==> config.mk <==
export PLATFORM = sky130hd
export DESIGN_NAME = cp0_irq_ctrl
export DESIGN_NICKNAME = d
export VERILOG_FILES = /design/src/rtl/cp0_irq_ctrl.sv
export SDC_FILE = /design/constraint.sdc
export NUM_CORES = 1
export LEC_CHECK = 0
export CAP_MARGIN = 10
export CORE_MARGIN = 2
export CORE_UTILIZATION = 34
export CTS_CLUSTER_SIZE = 10
export DETAILED_ROUTE_END_ITERATION = 16
export SLEW_MARGIN = 40
export SYNTH_ARGS = -nofsm -noshare
export SYNTH_HDL_FRONTEND = slang
export SYNTH_SLANG_ARGS = --single-unit
==> constraint.sdc <==
create_clock -name clk -period 4.72 [get_ports clk]
set_input_delay 0.472 -clock clk [delete_from_list [all_inputs] [get_ports clk]]
set_output_delay 0.472 -clock clk [all_outputs]
set_load 0.02 [all_outputs]
==> src/rtl/cp0_irq_ctrl.sv <==
// cp0_irq_ctrl: coprocessor-0 registers, Count/Compare timer and prioritised interrupt controller.
module cp0_irq_ctrl #(
  parameter int          NUM_IRQ  = 5,
  parameter int          PC_W     = 30,
  parameter int          TIMER_EN = 1,
  parameter logic [31:0] PRID     = 32'h0000_0100
) (
  input  logic               clk,
  input  logic               rst,
  input  logic [PC_W-1:0]    pc,
  input  logic [31:0]        din,
  input  logic [NUM_IRQ-1:0] hw_int,
  input  logic [4:0]         sel,
  input  logic               wr,
  input  logic               exl_set,
  input  logic               exl_clr,
  output logic               irq,
  output logic [PC_W-1:0]    epc,
  output logic [31:0]        dout
);
  localparam int L = NUM_IRQ + 1;

  logic [31:0]        count, compare;
  logic               ie, exl, timer_pend;
  logic [L-1:0]       im, ip, pend;
  logic [NUM_IRQ-1:0] ip_hw, hw_prev, edge_cfg, rise, clr;
  logic [2:0]         irqid, irqid_n;
  logic               w_count, w_compare, w_sr, w_cause, w_epc, w_edge;

  assign w_count   = wr && sel == 5'd9;
  assign w_compare = wr && sel == 5'd11;
  assign w_sr      = wr && sel == 5'd12;
  assign w_cause   = wr && sel == 5'd13;
  assign w_epc     = wr && sel == 5'd14;
  assign w_edge    = wr && sel == 5'd16;

  assign ip   = {timer_pend, ip_hw};
  assign pend = ip & im;
  assign irq  = ie && !exl && |pend;
  assign rise = hw_int & ~hw_prev;
  assign clr  = w_cause ? din[10 +: NUM_IRQ] : '0;

  // Ascending scan so the highest pending index is the one left standing.
  always_comb begin
    irqid_n = '0;
    for (int i = 0; i < L; i++)
      if (pend[i]) irqid_n = 3'(i);
  end

  always_ff @(posedge clk or negedge rst) begin
    if (!rst) begin
      count      <= '0;
      compare    <= '1;
      ie         <= 1'b0;
      exl        <= 1'b0;
      im         <= '0;
      ip_hw      <= '0;
      hw_prev    <= '0;
      edge_cfg   <= '0;
      timer_pend <= 1'b0;
      irqid      <= '0;
      epc        <= '0;
    end else begin
      count      <= w_count ? din : count + 32'd1;
      compare    <= w_compare ? din : compare;
      timer_pend <= w_compare ? 1'b0 : ((TIMER_EN != 0 && count == compare) ? 1'b1 : timer_pend);
      hw_prev    <= hw_int;
      ip_hw      <= (edge_cfg & (rise | (ip_hw & ~clr))) | (~edge_cfg & hw_int);
      edge_cfg   <= w_edge ? din[NUM_IRQ-1:0] : edge_cfg;
      ie         <= w_sr ? din[0] : ie;
      im         <= w_sr ? din[10 +: L] : im;
      exl        <= exl_set ? 1'b1 : w_sr ? din[1] : exl_clr ? 1'b0 : exl;
      epc        <= exl_set ? pc : w_epc ? din[PC_W+1:2] : epc;
      irqid      <= exl_set ? irqid_n : irqid;
    end
  end

  always_comb begin
    dout = '0;
    case (sel)
      5'd9:  dout = count;
      5'd11: dout = compare;
      5'd12: begin
        dout[0]      = ie;
        dout[1]      = exl;
        dout[10 +: L] = im;
      end
      5'd13: begin
        dout[10 +: L] = ip;
        dout[20:18]   = irqid;
      end
      5'd14: dout[PC_W+1:0] = {epc, 2'b00};
      5'd15: dout = PRID;
      5'd16: dout[NUM_IRQ-1:0] = edge_cfg;
      default: dout = '0;
    endcase
  end
endmodule

## After elaboration in Yosys (flattened, before gate mapping)

Cells that the tools add are included.

| word-level totals | value |
|---|---|
| register bits | 121 |
| output and inout port bits | 63 |
| logic and storage cells | 64 |
| input port bits | 77 |

| operators by class | value |
|---|---|
| reductions and logical operators | 13 |
| bitwise logic cells | 10 |
| muxes and demuxes | 21 |
| $add $sub $neg | 1 |
| equality and inequality tests | 8 |

Operator list:

| operator | number |
|---|---|
| 2-to-1 mux 30 bit | 2 |
| case mux 11 bit (3 select lines) | 1 |
| adder 32 x 1 -> 32 bit (second input constant) | 1 |
| equality test 32 bit | 1 |
| 2-to-1 mux 32 bit | 1 |
| equality test 5 x 4 -> 1 bit (second input constant) | 6 |
| case mux 6 bit (5 select lines) | 1 |
| case mux 3 bit (4 select lines) | 2 |
| AND 5 bit | 4 |
| case mux 5 bit (4 select lines) | 1 |
| NOT 5 bit | 3 |
| bitwise OR 5 bit | 2 |
| logical AND 1 bit | 8 |
| case mux 2 bit (4 select lines) | 1 |
| AND 6 bit | 1 |
| 2-to-1 mux 1 bit | 6 |
| 2-to-1 mux 3 bit | 2 |
| case mux 2 bit (3 select lines) | 1 |
| OR reduction 6 bit | 1 |
| equality test 5 bit (second input constant) | 1 |
| 2-to-1 mux 5 bit | 1 |
| 2-to-1 mux 2 bit | 2 |
| nonzero test 2 bit | 2 |
| nonzero test 3 bit | 1 |
| logical NOT 1 bit | 1 |

## Longest topological paths before layout

Gate-level depths: netlist of the first run.

| logic depth | value |
|---|---|
| depth after elaboration | 8 |
| depth in mapped cells | 7 |
| mapped depth without buffers | 6 |

## Worst setup path before layout of the first run

No wires, ideal clock.

| timing path | value |
|---|---|
| path kind | input to output |
| start | input port sel[1] |
| end | output port dout[10] |
| stages on the path | 7 |
| slack | 2522 ps |
| buffers on the path | 3 |
| arrival time | 1726 ps |
| required time | 4248 ps |
| cells stage by stage | clkbuf_1 nand4b_1 nor2_1 buf_2 buf_1 nand2_1 nand3_1 |

| between the ends | value |
|---|---|
| cells in the longest elaborated chain, start to end | 2 |
| elaborated cells on any way between the ends | 6 |
| those cells by class | eq/ne: 5; mux: 1 |

Ends and longest elaborated chain:

| item | line | RTL |
|---|---|---|
| start, declared | 13 | `input logic [4:0] sel,` |
| equality test 5 x 4 -> 1 bit | 80 | `case (sel)` |
| case mux 6 bit (5 select lines) * | 80 |  |
| end, declared | 19 | `output logic [31:0] dout` |

Mark *: on every way between the ends. The rest lies on a longest branch, timed or not.

## Final worst setup path of the first run

| timing path | value |
|---|---|
| start | input port sel[0] |
| end | output port dout[15] |

Same word-level chain as after synthesis.

==> results by group, run 1 <==
Layout
  • Storage cell area: 3070 sq um
  • Multi-input logic area: 3100 sq um
  • Nets@finish: 819
  • Area Growth Syn to Fin: 35.6%
  • Share of cells above drive strength 1: 0.178
  • Antenna diodes: 0
  • Finished Core Util: 0.466
  • Fillcell total: about 1700

Synthesis
  • Syn_nets: 689
  • Synth area leaders: dfrtp_1 35%, dfstp_2 13%, mux2_2 8.0%, xnor2_1 5.5%, mux2i_1 4.7%
  • Seq/Total Area, Yosys: 0.482
  • Top post-synthesis cells by count: 89 x dfrtp_1, 65 x nand2_1, 45 x mux2_2, 40 x xnor2_1, 38 x nor2_1
  • FFs w/ async S/R, synth: 1.00
  • Post-Synthesis Cells: a little over 600
  • Post-synth top area share: 0.350
  • Synth Flop Type: dfrtp_1
  • Most frequent cell after synthesis: dfrtp_1
  • Cell variety after synth: 43
  • Syn Area/Cell: around 10 sq um
  • EDFF count, synth: 0
  • Area leader, netlist: dfrtp_1
  • Yosys reg bits: 121
  • Mapped cell area: 6370 sq um
  • Ys Warns: 0

Setup path
  • Reg2reg start: count[1]
  • Max FO, Critical Path: 16
  • Most used cell, CP: clkdlybuf4s50_1
  • CP Class: primary input to output pin
  • FF-to-FF setup slack: 2.49 ns
  • Worst Path Arrival: 2.96 ns
  • Critical Path Sink Type: output pin
  • Crit path cell chain: clkdlybuf4s50_1 -> nand4bb_1 -> nor2_4 -> buf_4 -> a22oi_1 -> nand3_1 -> clkdlybuf4s50_1
  • Slowest CP cell: clkdlybuf4s50_1
  • Worst setup SP type: primary input
  • Reg-to-reg endpoint: count[30]
  • Worst Path Required: 4.25 ns
  • FF-to-FF path depth: 6
  • Crit-path max cell delay: 0.65 ns
  • CP Buf/Inv Count: 3
  • CP delay by family, top: buffers and inverters

Placement
  • Hpwl dp: 13400 um
  • GP Congestion: 0.801
  • Port-buffer cells: about 140

Floorplan
  • Initial core utilization: 0.344
  • Core Region: around 19000 sq um
  • I/O Pins: 140
  • Row cnt: 50
  • Full die area: 19900 sq um
  • Die Span Y: between 100 and 150 um
  • Die Wd: 141 um

Power and ir drop
  • Logic pwr share: 0.232
  • Pwr per Cell Area: around 450 nW/um^2
  • Worst vdd ir: approximately 0.28 mV
  • Clock share of power: 0.350
  • Leak Pwr: around 3.5 nW
  • Sequential share of power: 0.418
  • Switching Fraction: 0.310
  • Switch Pwr: between 1 and 1.5 mW
  • Internal power: between 2 and 3 mW

Timing
  • Setup TNS: 0 ns
  • Final Hold Vio Count: 0
  • Slew Viols, Final: 0
  • Skew final: 0.00578 ns
  • Peak Freq: 0.292 GHz
  • RSZ-0062 raised after global routing: false
  • Final hold slack: about 0.054 ns
  • Worst slew margin relative to its limit: 0.451
  • Tcrit/Tclk final: 0.726
  • Setup violators final: 0
  • Final min period: approximately 3.4 ns
  • Least-Margin Pin Slew: about 0.82 ns

Clocking
  • CTS H-tree depth: 4
  • Post-CTS resize count: 0
  • Total CTS buffers: 17
  • Clock sinks: about 120
  • CTS max path bufs: 2
  • Setup Buffers After CTS: 0
  • CTS tree: done
  • Clock transition at path regs: 0.05 ns
  • Clk root buf: clkbuf_16
  • Hold_buf cts: 0
  • Clk Latency, worst-skew pair: ~0.42 ns

Drt
  • Drt first pass iters: 6
  • Final wirelength: 19100 um
  • Vias: 5276
  • DR DRC count: 0
  • Drt wl/cell: 19.3 um
  • Vias per inst: 5.34
  • Post-DRT Antenna Nets: 0
  • Number of DRC markers in iteration 0: 477

GRT
  • First-pass GRT wire length: a little over 30000 um
  • Grt ovf: 0
  • Total GRT Usage: 0.200
  • Initial antenna violation count: 0
  • Vias in the first global route: 5437
  • Pin count of the biggest net entering global routing: 72

Min path
  • Min-delay worst type: primary input to async pin

Outcome
  • Status: finished clean

Flow run
  • Max Cap Viol: 0
area by class of cell:
class	count	share of cell area
sequential	121	0.355
inverter	21	0.00913
clock buffer	24	0.0581
timing repair buffer	149	0.172
multi-input combinational	431	0.359
tap	234	0.0339
clock inverter	8	0.0133
placed cells by master, fill, tap and decap left out, types with 3 or more instances in the layout:
| cell type | netlist | layout |
|---|---|---|
| mux2i_1 | 30 | 30 |
| a32o_1 | 5 | 5 |
| and3_1 | 3 | 3 |
| nand4_1 | 16 | 16 |
| and4_1 | 4 | 4 |
| nor4_1 | 3 | 3 |
| o21ai_0 | 32 | 32 |
| clkbuf_16 | 0 | 17 |
| bufinv_16 | 0 | 3 |
| nand2_1 | 65 | 64 |
| clkinv_2 | 0 | 5 |
| dfrtp_1 | 89 | 89 |
| nor2_1 | 38 | 36 |
| a22oi_1 | 20 | 20 |
| dfstp_2 | 32 | 32 |
| a21oi_1 | 37 | 36 |
| clkbuf_8 | 0 | 5 |
| clkdlybuf4s50_1 | 0 | 137 |
| xor2_1 | 22 | 22 |
| xnor2_1 | 40 | 40 |
| inv_1 | 21 | 21 |
| a222oi_1 | 23 | 23 |
| nand3_1 | 22 | 22 |
| mux2_2 | 45 | 45 |
| buf_4 | 0 | 9 |
cells by family (layout without fill, tap and decap cells):
logic type / after synthesis / after routing / synth area share
and+or+nand+nor: 172 / 172 / 0.140
DFF: 121 / 121 / 0.482
AOI/OAI and AO/OA: 120 / 120 / 0.126
muxes: 76 / 76 / 0.128
xor gates and xnor gates: 62 / 62 / 0.0852
buffers and inverters: 59 / 202 / 0.0367
adders and majority gates: 1 / 1 / 0.00196
worst max path at each step:
| stage | from | end | slack [ns] | depth (start not counted) |
|---|---|---|---|---|
| detailed placement | sel[0] | dout[12] | 1.03 | 7 |
| global route | sel[0] | dout[11] | 1.15 | 7 |
| CTS | sel[0] | dout[12] | 1.01 | 7 |
| finish | sel[0] | dout[15] | 1.29 | 7 |
| global placement | sel[0] | dout[15] | 1.08 | 7 |
| floorplan | sel[1] | dout[10] | 2.52 | 7 |
routing by layer:
layer	GRT usage	up-vias	wire (um)
met5	0	-	0
met4	0.0537	0	173
met3	0.0438	12	943
met2	0.330	159	9240
met1	0.266	2626	8750
li1	-	2479	-
stage by stage:
step / power [mW] / setup WS [ns] / cells / cell area, sq um
3_3_place_gp: 2.49 / 1.08 / 955 / 7980
2_1_floorplan: 2.12 / 2.52 / 611 / 6370
3_5_place_dp: 2.51 / 1.03 / 956 / 8020
5_1_grt: 4.04 / 1.15 / 988 / 8640
4_1_cts: 3.88 / 1.01 / 988 / 8630
6_report: 3.85 / 1.29 / 988 / 8640
registers in the layout (all words and copies together), names as in the netlist:
name	flops
timer_pend	1
exl	1
hw_prev	5
im	6
compare	32
edge_cfg	5
ip_hw	5
ie	1
count	32
irqid	3
epc	30
power groups by stage:
stage          clock network (mW)  logic, mW  registers (mW)
2_1_floorplan                   0      0.581            1.54
3_3_place_gp                    0      0.879            1.61
3_5_place_dp                    0      0.892            1.62
4_1_cts                      1.37      0.902            1.60
5_1_grt                      1.42      0.972            1.65
6_report                     1.35      0.894            1.61
(Power assumes the default switching activity.)
==> run 2: changes to the inputs <==
==> constraint.sdc (replaced) <==
create_clock -name clk -period 3.1 [get_ports clk]
set_input_delay 0.31 -clock clk [delete_from_list [all_inputs] [get_ports clk]]
set_output_delay 0.31 -clock clk [all_outputs]
set_load 0.02 [all_outputs]
==> results by group, run 2 (synthesis gave the netlist of run 1 again) <==
Outcome
  • Status: finished clean

Drt
  • Drt wl/cell: 19.1 um (-1.5%)
  • DR DRC count: 0 (unchanged)
  • Vias per inst: 5.35 (+0.21%)
  • Post-DRT Antenna Nets: 0 (unchanged)
  • Drt first pass iters: 5 (-1)
  • Vias: 5314 (+0.72%)
  • Final wirelength: 18900 um (-0.98%)
  • Number of DRC markers in iteration 0: 379 (-21%)

Timing
  • Least-Margin Pin Slew: 0.808 ns (-0.0101 ns)
  • Setup TNS: 0 ns (unchanged)
  • Skew final: 0.00628 ns (+0.000501 ns)
  • Final Hold Vio Count: 0 (unchanged)
  • Setup violators final: 0 (unchanged)
  • RSZ-0062 raised after global routing: false
  • Final min period: ~2.8 ns
  • Worst slew margin relative to its limit: 0.458 (+0.00676)
  • Final hold slack: 0.359 ns (+0.305 ns)
  • Peak Freq: 0.363 GHz
  • Final worst-path setup slack: 0.342 ns (-0.951 ns)
  • Slew Viols, Final: 0 (unchanged)
  • Tcrit/Tclk final: 0.890

Layout
  • Storage cell area: 3070 sq um (unchanged)
  • Multi-input logic area: 3090 sq um (-0.32%)
  • Antenna diodes: 0 (unchanged)
  • Nets@finish: 824 (+0.61%)
  • Fillcell total: 1690 (-2.5%)
  • Share of cells above drive strength 1: 0.181 (+0.00278)
  • Largest registers: compare x32, count x32, epc x30
  • Commonest non-fill, non-tap cell in the layout: clkdlybuf4s50_1
  • Area Growth Syn to Fin: 36.9%
  • Most frequent cells in the layout: 137 x clkdlybuf4s50_1, 89 x dfrtp_1, 64 x nand2_1
  • Finished Core Util: 0.471 (+0.00446)

GRT
  • Total GRT Usage: 0.194 (-0.00532)
  • First-pass GRT wire length: 29800 um (-2.6%)
  • Initial antenna violation count: 0 (unchanged)
  • Grt ovf: 0 (unchanged)
  • Vias in the first global route: 5449 (+0.22%)
  • Pin count of the biggest net entering global routing: 61 (-15%)

Power and ir drop
  • Worst vdd ir: 0.484 mV (+73%)
  • Total power: 5.95 mW (+55%)
  • Leak Pwr: 3.53 nW (+0.85%)
  • Switch Pwr: 1.82 mW (+52%)
  • Internal power: 4.13 mW (+56%)
  • Pwr per Cell Area: 682 nW/um^2 (+53%)
  • Switching Fraction: 0.305 (-0.00450)
  • Clock share of power: 0.360 (+0.010)
  • Logic pwr share: 0.230 (-0.002)
  • Sequential share of power: 0.410 (-0.008)

Floorplan
  • Full die area: 19900 sq um (unchanged)
  • I/O Pins: 140 (unchanged)
  • Initial core utilization: 0.344 (unchanged)
  • Die Span Y: 141 um (unchanged)
  • Row cnt: 50 (unchanged)
  • Die Wd: 141 um (unchanged)
  • Core Region: 18500 sq um (unchanged)

Setup path
  • Max FO, Critical Path: 33 (+17)
  • Critical Path Sink Type: output pin
  • Worst Path Required: 2.79 ns (-1.46 ns)
  • Worst setup SP type: primary input
  • Worst Path Arrival: 2.45 ns (-0.51 ns)
  • CP Class: primary input to output pin

Clocking
  • Total CTS buffers: 17 (unchanged)
  • CTS max path bufs: 2 (unchanged)
  • Clock transition at path regs: 0.06 ns (about the same)
  • Clk root buf: clkbuf_16
  • Clk Latency, worst-skew pair: 0.42 ns (about the same)
  • Clock sinks: 121 (unchanged)
  • CTS H-tree depth: 4 (unchanged)
  • CTS tree: done

Placement
  • Port-buffer cells: 139 (unchanged)
  • Pre-CTS setup slack: 0.357 ns (-0.669 ns)
  • Hpwl dp: 13300 um (-0.98%)
  • GP Congestion: 0.846 (+5.6%)

Flow run
  • Max Cap Viol: 0 (unchanged)

Min path
  • Min-delay worst type: primary input to async pin
[run 2: changes by cell type in the layout (fill, tap and decap cells not counted), sizes merged]
cell         delta
buf             +4
bufinv          +1
clkbuf          +1
clkinv          -3
clkinvlp        +1
dlygate4sd3     +1
[run 2: layer usage]
metal | vias up | GRT usage | share of wire
met1 | 2653 | 0.251 | 0.45
met2 | 145 | 0.320 | 0.48
met3 | 22 | 0.0482 | 0.050
met4 | 0 | 0.0658 | 0.017
met5 | - | 0 | 0
li1 | 2494 | - | -
[run 2: layout make-up]
type,instances,share of cell area
Sequential cell,121,0.352
Tap cell,234,0.0336
Multi-Input combinational cell,431,0.354
Clock inverter,7,0.0158
Inverter,21,0.00904
Timing Repair Buffer,154,0.178
Clock buffer,25,0.0580
[run 2: what timing repair did]
action,CTS,global route
buffers inserted,0,0
gates resized for setup,0,0
endpoints found under the setup margin,0,0
endpoints found under the hold margin,16,0
hold buffers,1,0
[run 2: critical path, stage by stage]
cell	delay, ns
clkdlybuf4s50_1	0.63
nand4bb_1	0.20
nor2_2	0.17
buf_12	0.23
a22oi_1	0.13
nand3_1	0.14
clkdlybuf4s50_1	0.62
[run 2: worst paths after layout]
path	startpoint	to	slack, ns	depth (start not counted)
hold reg to reg	epc[14]	epc[14]	0.51	2
max in group asynchronous	rst	compare[13]	1.87	3
hold / removal	rst	count[29]	0.36	2
setup reg to reg	count[0]	count[18]	0.86	6
setup / recovery	sel[0]	dout[11]	0.34	7
min in group clk	hw_int[0]	hw_prev[0]	0.38	1
[run 2: power by group through the flow]
| stage | clock network (mW) | logic (mW) | registers (mW) |
|---|---|---|---|
| finish | 2.14 | 1.37 | 2.44 |
| global route | 2.26 | 1.48 | 2.49 |
| CTS | 2.18 | 1.38 | 2.43 |
| detailed placement | 0 | 1.37 | 2.45 |
| global placement | 0 | 1.34 | 2.44 |
| floorplan | 0 | 0.885 | 2.35 |
[run 2: stage by stage]
| stage | cells | area, sq um |
|---|---|---|
| 2_1_floorplan | 611 | 6370 |
| 3_5_place_dp | 960 | 8070 |
| 4_1_cts | 993 | 8720 |
| 5_1_grt | 993 | 8720 |
| 3_3_place_gp | 960 | 8070 |
| 6_report | 993 | 8720 |
==> run 3: changes to the inputs <==
--- a/config.mk
+++ b/config.mk
@@ -10,7 +10,7 @@
 export CORE_UTILIZATION = 34
 export CTS_CLUSTER_SIZE = 10
 export DETAILED_ROUTE_END_ITERATION = 16
-export SLEW_MARGIN = 40
+export SLEW_MARGIN = 15
 export SYNTH_ARGS = -nofsm -noshare
 export SYNTH_HDL_FRONTEND = slang
 export SYNTH_SLANG_ARGS = --single-unit
==> results of run 3 <==
Final layout, timing and power as in run 2 (identical DEF).
